--- src/rtl/tia_pkg.sv ---
// Shared constants for the TIA player graphics serializer: NUSIZ stretch codes,
// scale width, FSM encoding and the NUSIZ-to-scale decode.
package tia_pkg;

   localparam logic [2:0] NZ_DOUBLE = 3'b101;
   localparam logic [2:0] NZ_QUAD   = 3'b111;
   localparam int         SCALE_W   = 3;

   typedef enum logic {
      ST_IDLE = 1'b0,
      ST_SCAN = 1'b1
   } state_t;

   // Number of pixel clocks each graphics bit is held for.
   function automatic logic [SCALE_W-1:0] scale_of(input logic [2:0] nz);
      case (nz)
         NZ_DOUBLE: return 3'd2;
         NZ_QUAD:   return 3'd4;
         default:   return 3'd1;
      endcase
   endfunction

endpackage

--- src/rtl/tia_player_scan_divider.sv ---
// Pixel-stretch counter: counts pck edges within one graphics bit and strobes
// advance on the last stretch pixel of that bit.
module tia_player_scan_divider
   import tia_pkg::*;
(
   input  logic       motck,
   input  logic       rst,
   input  logic       pck,
   input  logic       clear,
   input  logic       run,
   input  logic [2:0] nz,
   output logic       advance
);

   logic [SCALE_W-1:0] sub_reg;
   logic [SCALE_W-1:0] sub_next;
   logic [SCALE_W-1:0] last_sub;

   // Greater-or-equal so a scale shrink mid-scan terminates the bit instead of wrapping.
   always_comb begin
      last_sub = scale_of(nz) - 3'd1;
      advance  = run && pck && (sub_reg >= last_sub);
      sub_next = sub_reg;
      if (pck) begin
         if (clear) begin
            sub_next = '0;
         end else if (run) begin
            sub_next = advance ? '0 : sub_reg + 3'd1;
         end
      end
   end

   always_ff @(posedge motck) begin
      if (rst) begin
         sub_reg <= '0;
      end else begin
         sub_reg <= sub_next;
      end
   end

endmodule

--- src/rtl/tia_player_graphics_serializer.sv ---
// TIA player graphics serializer: shifts out 8 graphics bits, each stretched by the
// NUSIZ scale. Define TIA_PLAYER_REFLECT_EN to honour refp (LSB-first when set).
module tia_player_graphics_serializer
   import tia_pkg::*;
(
   input  logic       motck,
   input  logic       rst,
   input  logic       pck,
   input  logic       start_bar,
   input  logic       nz0_bar,
   input  logic       nz1_bar,
   input  logic       nz2_bar,
   input  logic [7:0] grp_d,
   input  logic       grp_we,
   input  logic       grp_old_we,
   input  logic       vdel,
   input  logic       refp,
   output logic       p,
   output logic       scanning
);

   state_t      state_reg, state_next;
   logic [2:0]  bit_idx_reg, bit_idx_next;
   logic        p_reg, p_next;
   logic [7:0]  grp_new_reg, grp_old_reg;
   logic [7:0]  src;
   logic [2:0]  sel;
   logic [2:0]  nz;
   logic        start_scan;
   logic        advance;

   assign nz  = ~{nz2_bar, nz1_bar, nz0_bar};
   assign src = vdel ? grp_old_reg : grp_new_reg;

`ifdef TIA_PLAYER_REFLECT_EN
   assign sel = refp ? bit_idx_reg : 3'd7 - bit_idx_reg;
`else
   logic unused_refp;
   assign unused_refp = refp;
   assign sel         = 3'd7 - bit_idx_reg;
`endif

   tia_player_scan_divider u_divider (
      .motck   (motck),
      .rst     (rst),
      .pck     (pck),
      .clear   (start_scan),
      .run     (state_reg == ST_SCAN),
      .nz      (nz),
      .advance (advance)
   );

   always_comb begin
      state_next   = state_reg;
      bit_idx_next = bit_idx_reg;
      p_next       = p_reg;
      start_scan   = 1'b0;
      if (pck) begin
         case (state_reg)
            ST_IDLE: begin
               p_next = 1'b0;
               if (!start_bar) begin
                  state_next   = ST_SCAN;
                  bit_idx_next = 3'd0;
                  start_scan   = 1'b1;
               end
            end
            ST_SCAN: begin
               p_next = src[sel];
               if (advance) begin
                  if (bit_idx_reg == 3'd7) begin
                     state_next   = ST_IDLE;
                     bit_idx_next = 3'd0;
                  end else begin
                     bit_idx_next = bit_idx_reg + 3'd1;
                  end
               end
            end
            default: begin
               state_next = ST_IDLE;
            end
         endcase
      end
   end

   // Graphics writes ignore pck; a simultaneous write pair moves the pre-write value to old.
   always_ff @(posedge motck) begin
      if (rst) begin
         state_reg   <= ST_IDLE;
         bit_idx_reg <= 3'd0;
         p_reg       <= 1'b0;
         grp_new_reg <= 8'h00;
         grp_old_reg <= 8'h00;
      end else begin
         state_reg   <= state_next;
         bit_idx_reg <= bit_idx_next;
         p_reg       <= p_next;
         if (grp_old_we) begin
            grp_old_reg <= grp_new_reg;
         end
         if (grp_we) begin
            grp_new_reg <= grp_d;
         end
      end
   end

   assign p        = p_reg;
   assign scanning = (state_reg == ST_SCAN);

endmodule

--- config.mk ---
export PLATFORM = sky130hd
export DESIGN_NAME = tia_player_graphics_serializer
export DESIGN_NICKNAME = d
export VERILOG_FILES = /design/src/rtl/tia_pkg.sv /design/src/rtl/tia_player_scan_divider.sv /design/src/rtl/tia_player_graphics_serializer.sv
export SDC_FILE = /design/constraint.sdc
export NUM_CORES = 1
export LEC_CHECK = 0
export CAP_MARGIN = 20
export CORE_ASPECT_RATIO = 0.9
export CORE_MARGIN = 2
export CORE_UTILIZATION = 51
export DETAILED_ROUTE_END_ITERATION = 7
export PLACE_DENSITY = 0.8
export SLEW_MARGIN = 20
export SYNTH_ARGS = -nofsm -noshare
export SYNTH_HDL_FRONTEND = slang
export SYNTH_SLANG_ARGS = --single-unit
export TNS_END_PERCENT = 5
--- constraint.sdc ---
create_clock -name motck -period 2.5 [get_ports motck]
set_input_delay 0.375 -clock motck [delete_from_list [all_inputs] [get_ports motck]]
set_output_delay 0.375 -clock motck [all_outputs]
set_load 0.03 [all_outputs]
==> flow_summary_export.csv <==
group,metric,value,unit
synth,yosys-top-cells-area,"dfxtp_1 41%, mux2i_1 15%, mux4_2 7.8%",
critical_path,cp_slowest_cell,"or4b_1",
global_route,grt_max_degree,17,
sta,layout_setup_ws,342,ps
cts,cts_hold_buf,0,
sta,worstMarginPinSlew,496,ps
cells_and_area,fillers,194,
cts,tritoncts,"done",
power_and_ir_drop,switchingPower,0.164,mW
place,gp_congestion,0.742,
run_status,status,"completed",
cells_and_area,drive_gt1_frac,0.101,
synth,yosysTopAreaCell,"dfxtp_1",
cells_and_area,synthToLayoutAreaGrowth,19.6,%
floorplan,die_w,54.3,um
power_and_ir_drop,power_frac_comb,0.151,
cells_and_area,utilization,0.642,
cells_and_area,antenna_cells,0,
synth,syn-mean-instance-area,10.4,um^2
synth,syn_nets,137,
sta,finalCritPeriodShare,0.863,
route,firstDrtPassIters,4,
place,place_area,1370,um^2
power_and_ir_drop,p_leak,0.553,nW
critical_path,critPathKind,"in2reg",
synth,synth-seq-cells,24,
cells_and_area,fin_nets,156,
critical_path,cp.required,2740,ps
route,vias,884,
sta,finalSetupViolCount,0,
global_route,met1_usage,0.236,
synth,synth_seq_area_share,0.414,
synth,synthCells,112,
global_route,grt_pass1_wl,3940,um
critical_path,crit_family,"simple AND/OR/NAND/NOR gates",
sta,rsz0062_at_grt,"false",
cts,htree_levels,1,
critical_path,crit_chain,"clkdlybuf4s50_1 -> or3_1 -> ha_1 -> a2111oi_2 -> nor2_2 -> or4b_1 -> a21oi_1",
global_route,gr-total-overflow,0,
floorplan,num_rows,16,
critical_path,endpoint_kind,"register",
power_and_ir_drop,switching_share,0.243,
run,drv_cap,0,
power_and_ir_drop,p_int,0.511,mW
synth,yosys_warnings,0,
cts,path_clk_slew,120,ps
cts,cts-resized-gates,0,
critical_path,path_max_fanout,4,
synth,synth_top_area_share,0.414,
sta,skew,3.95,ps
synth,syn_area,1160,um^2
global_route,grt_use_met2,0.339,
cts,clock_latency,310,ps
route,post_drt_wl_per_cell,14.2,um
critical_path,cpPeakStageDelay,470,ps
floorplan,ios,21,
global_route,grt_pass1_vias,917,
global_route,grtUsageTotal,0.200,
critical_path,crit_buf_inv,1,
route,drc,0,
global_route,top_usage_layer,"met2",
sta,fin_crit,2160,ps
cts,cts_setup_buffers,0,
cts,cts.sinks,24,
sta,hold_viol,0,
cts,clockBufferDepth,2,
cells_and_area,regArea,480,um^2
critical_path,worstPathArrival,2400,ps
synth,ys_async_sr_fraction,0,
critical_path,worstSetupStartpointType,"input pin",
synth,synth_enable_flop_cells,0,
sta,fmax,463,MHz
global_route,grt_use_met3,0.0675,
cells_and_area,multiInputGateArea,647,um^2
place,numPortBuffers,19,
cts,numCtsBuffers,3,
cts,clockRootBuffer,"clkbuf_4",
floorplan,die_h,49.3,um
place,place_inst,153,
floorplan,start_util,0.537,
cells_and_area,final_cells,156,
synth,post_synth_num_cell_types,30,
global_route,antenna_found_initial,0,
synth,synth_ff_type,"dfxtp_1",
power_and_ir_drop,powerDensity,486,nW/um^2
route,dr.first_iter.drc_count,15,
power_and_ir_drop,irDropWorstVdd,0.000437,V
power_and_ir_drop,power_frac_seq,0.606,
route,wl,2210,um
route,via_per_inst,5.67,
floorplan,dieArea,2670,um^2
floorplan,core-area,2160,um^2
hold_path,worstHoldPathType,"reg2reg",
place,dp_slack,-6.95,ps
cells_and_area,design_area,1390,um^2
sta,max_slew_margin,0.668,
route,drtAntennaViolNets,0,
sta,slew_violations,0,
synth,post-synth-top-count-cell,"dfxtp_1",
power_and_ir_drop,clkPwrFrac,0.243,
synth,netlist_top_cells_count,"24 x dfxtp_1, 19 x nor2_1, 17 x mux2i_1, 6 x ha_1",
place,place_hpwl,1710,um
==> routing by layer <==
| layer | part of all wire | wire length, um |
|---|---|---|
| met1 | 0.43 | 956 |
| met2 | 0.50 | 1110 |
| met3 | 0.061 | 135 |
| met4 | 0.0059 | 13 |
| met5 | 0 | 0 |
==> metrics by stage <==
step                      setup TNS, ps  hold WS, ps  power, mW
after floorplan                       0          455      0.478
after global placement                0          464      0.515
after detailed placement          -6.95          466      0.520
after CTS                             0          497      0.684
after global routing                  0          529      0.717
final                                 0          502      0.675
==> area by class of cell <==
type | count | share of cell area
timing repair buffer | 20 | 0.142
multi-input combinational | 80 | 0.466
inverter | 2 | 0.00541
clock buffer | 3 | 0.0162
sequential | 24 | 0.346
tap | 27 | 0.0243
==> cells by family (layout without fill, tap and decap cells) <==
| logic type | Yosys count | in the layout | share of synthesized area |
|---|---|---|---|
| XOR/XNOR | 1 | 1 | 0.00754 |
| flip-flops | 24 | 24 | 0.414 |
| buffers and inverters | 8 | 25 | 0.0291 |
| AO/OA/AOI/OAI | 16 | 16 | 0.109 |
| adder cells (fa/ha/maj) | 6 | 6 | 0.0647 |
| AND/OR/NAND/NOR | 34 | 34 | 0.139 |
| multiplexers | 22 | 22 | 0.234 |
| other | 1 | 1 | 0.00323 |
==> worst reg2reg max path, delay by kind of cell (launching register included) <==
| family | cells | cell delay [ps] |
|---|---|---|
| DFF | 1 | 390 |
| buffers and inverters | 1 | 60 |
| and+or+nand+nor | 3 | 500 |
| adders and majority gates | 1 | 270 |
| AOI/OAI and AO/OA | 2 | 600 |
==> power by group through the flow <==
| stage | clock [mW] | sequential [mW] | combinational (mW) |
|---|---|---|---|
| 4_1_cts | 0.172 | 0.409 | 0.103 |
| 6_report | 0.164 | 0.409 | 0.102 |
| 2_1_floorplan | 0 | 0.416 | 0.0620 |
| 3_3_place_gp | 0 | 0.416 | 0.0983 |
| 3_5_place_dp | 0 | 0.417 | 0.103 |
| 5_1_grt | 0.193 | 0.412 | 0.112 |
==> layout by cell type (no fill, tap or decap), types with 3 or more instances in the layout <==
| cell | netlist | layout |
|---|---|---|
| dfxtp_1 | 24 | 24 |
| nor2_1 | 19 | 19 |
| clkdlybuf4s50_1 | 0 | 19 |
| mux2i_1 | 17 | 17 |
| ha_1 | 6 | 6 |
| a21oi_1 | 5 | 5 |
| o21ai_0 | 4 | 4 |
| mux4_2 | 4 | 4 |
| nand2_1 | 3 | 3 |
| nand3_1 | 3 | 3 |
| clkbuf_4 | 0 | 3 |
==> final timing paths <==
path	start	depth (start not counted)	end	slack, ps
setup / recovery	nz0_bar	7	bit_idx_reg[0]	340
setup reg to reg	u_divider.sub_reg[0]	7	bit_idx_reg[0]	570
hold / removal	p	2	p	500
hold reg to reg	p	2	p	500
(Power assumes the default switching activity.)
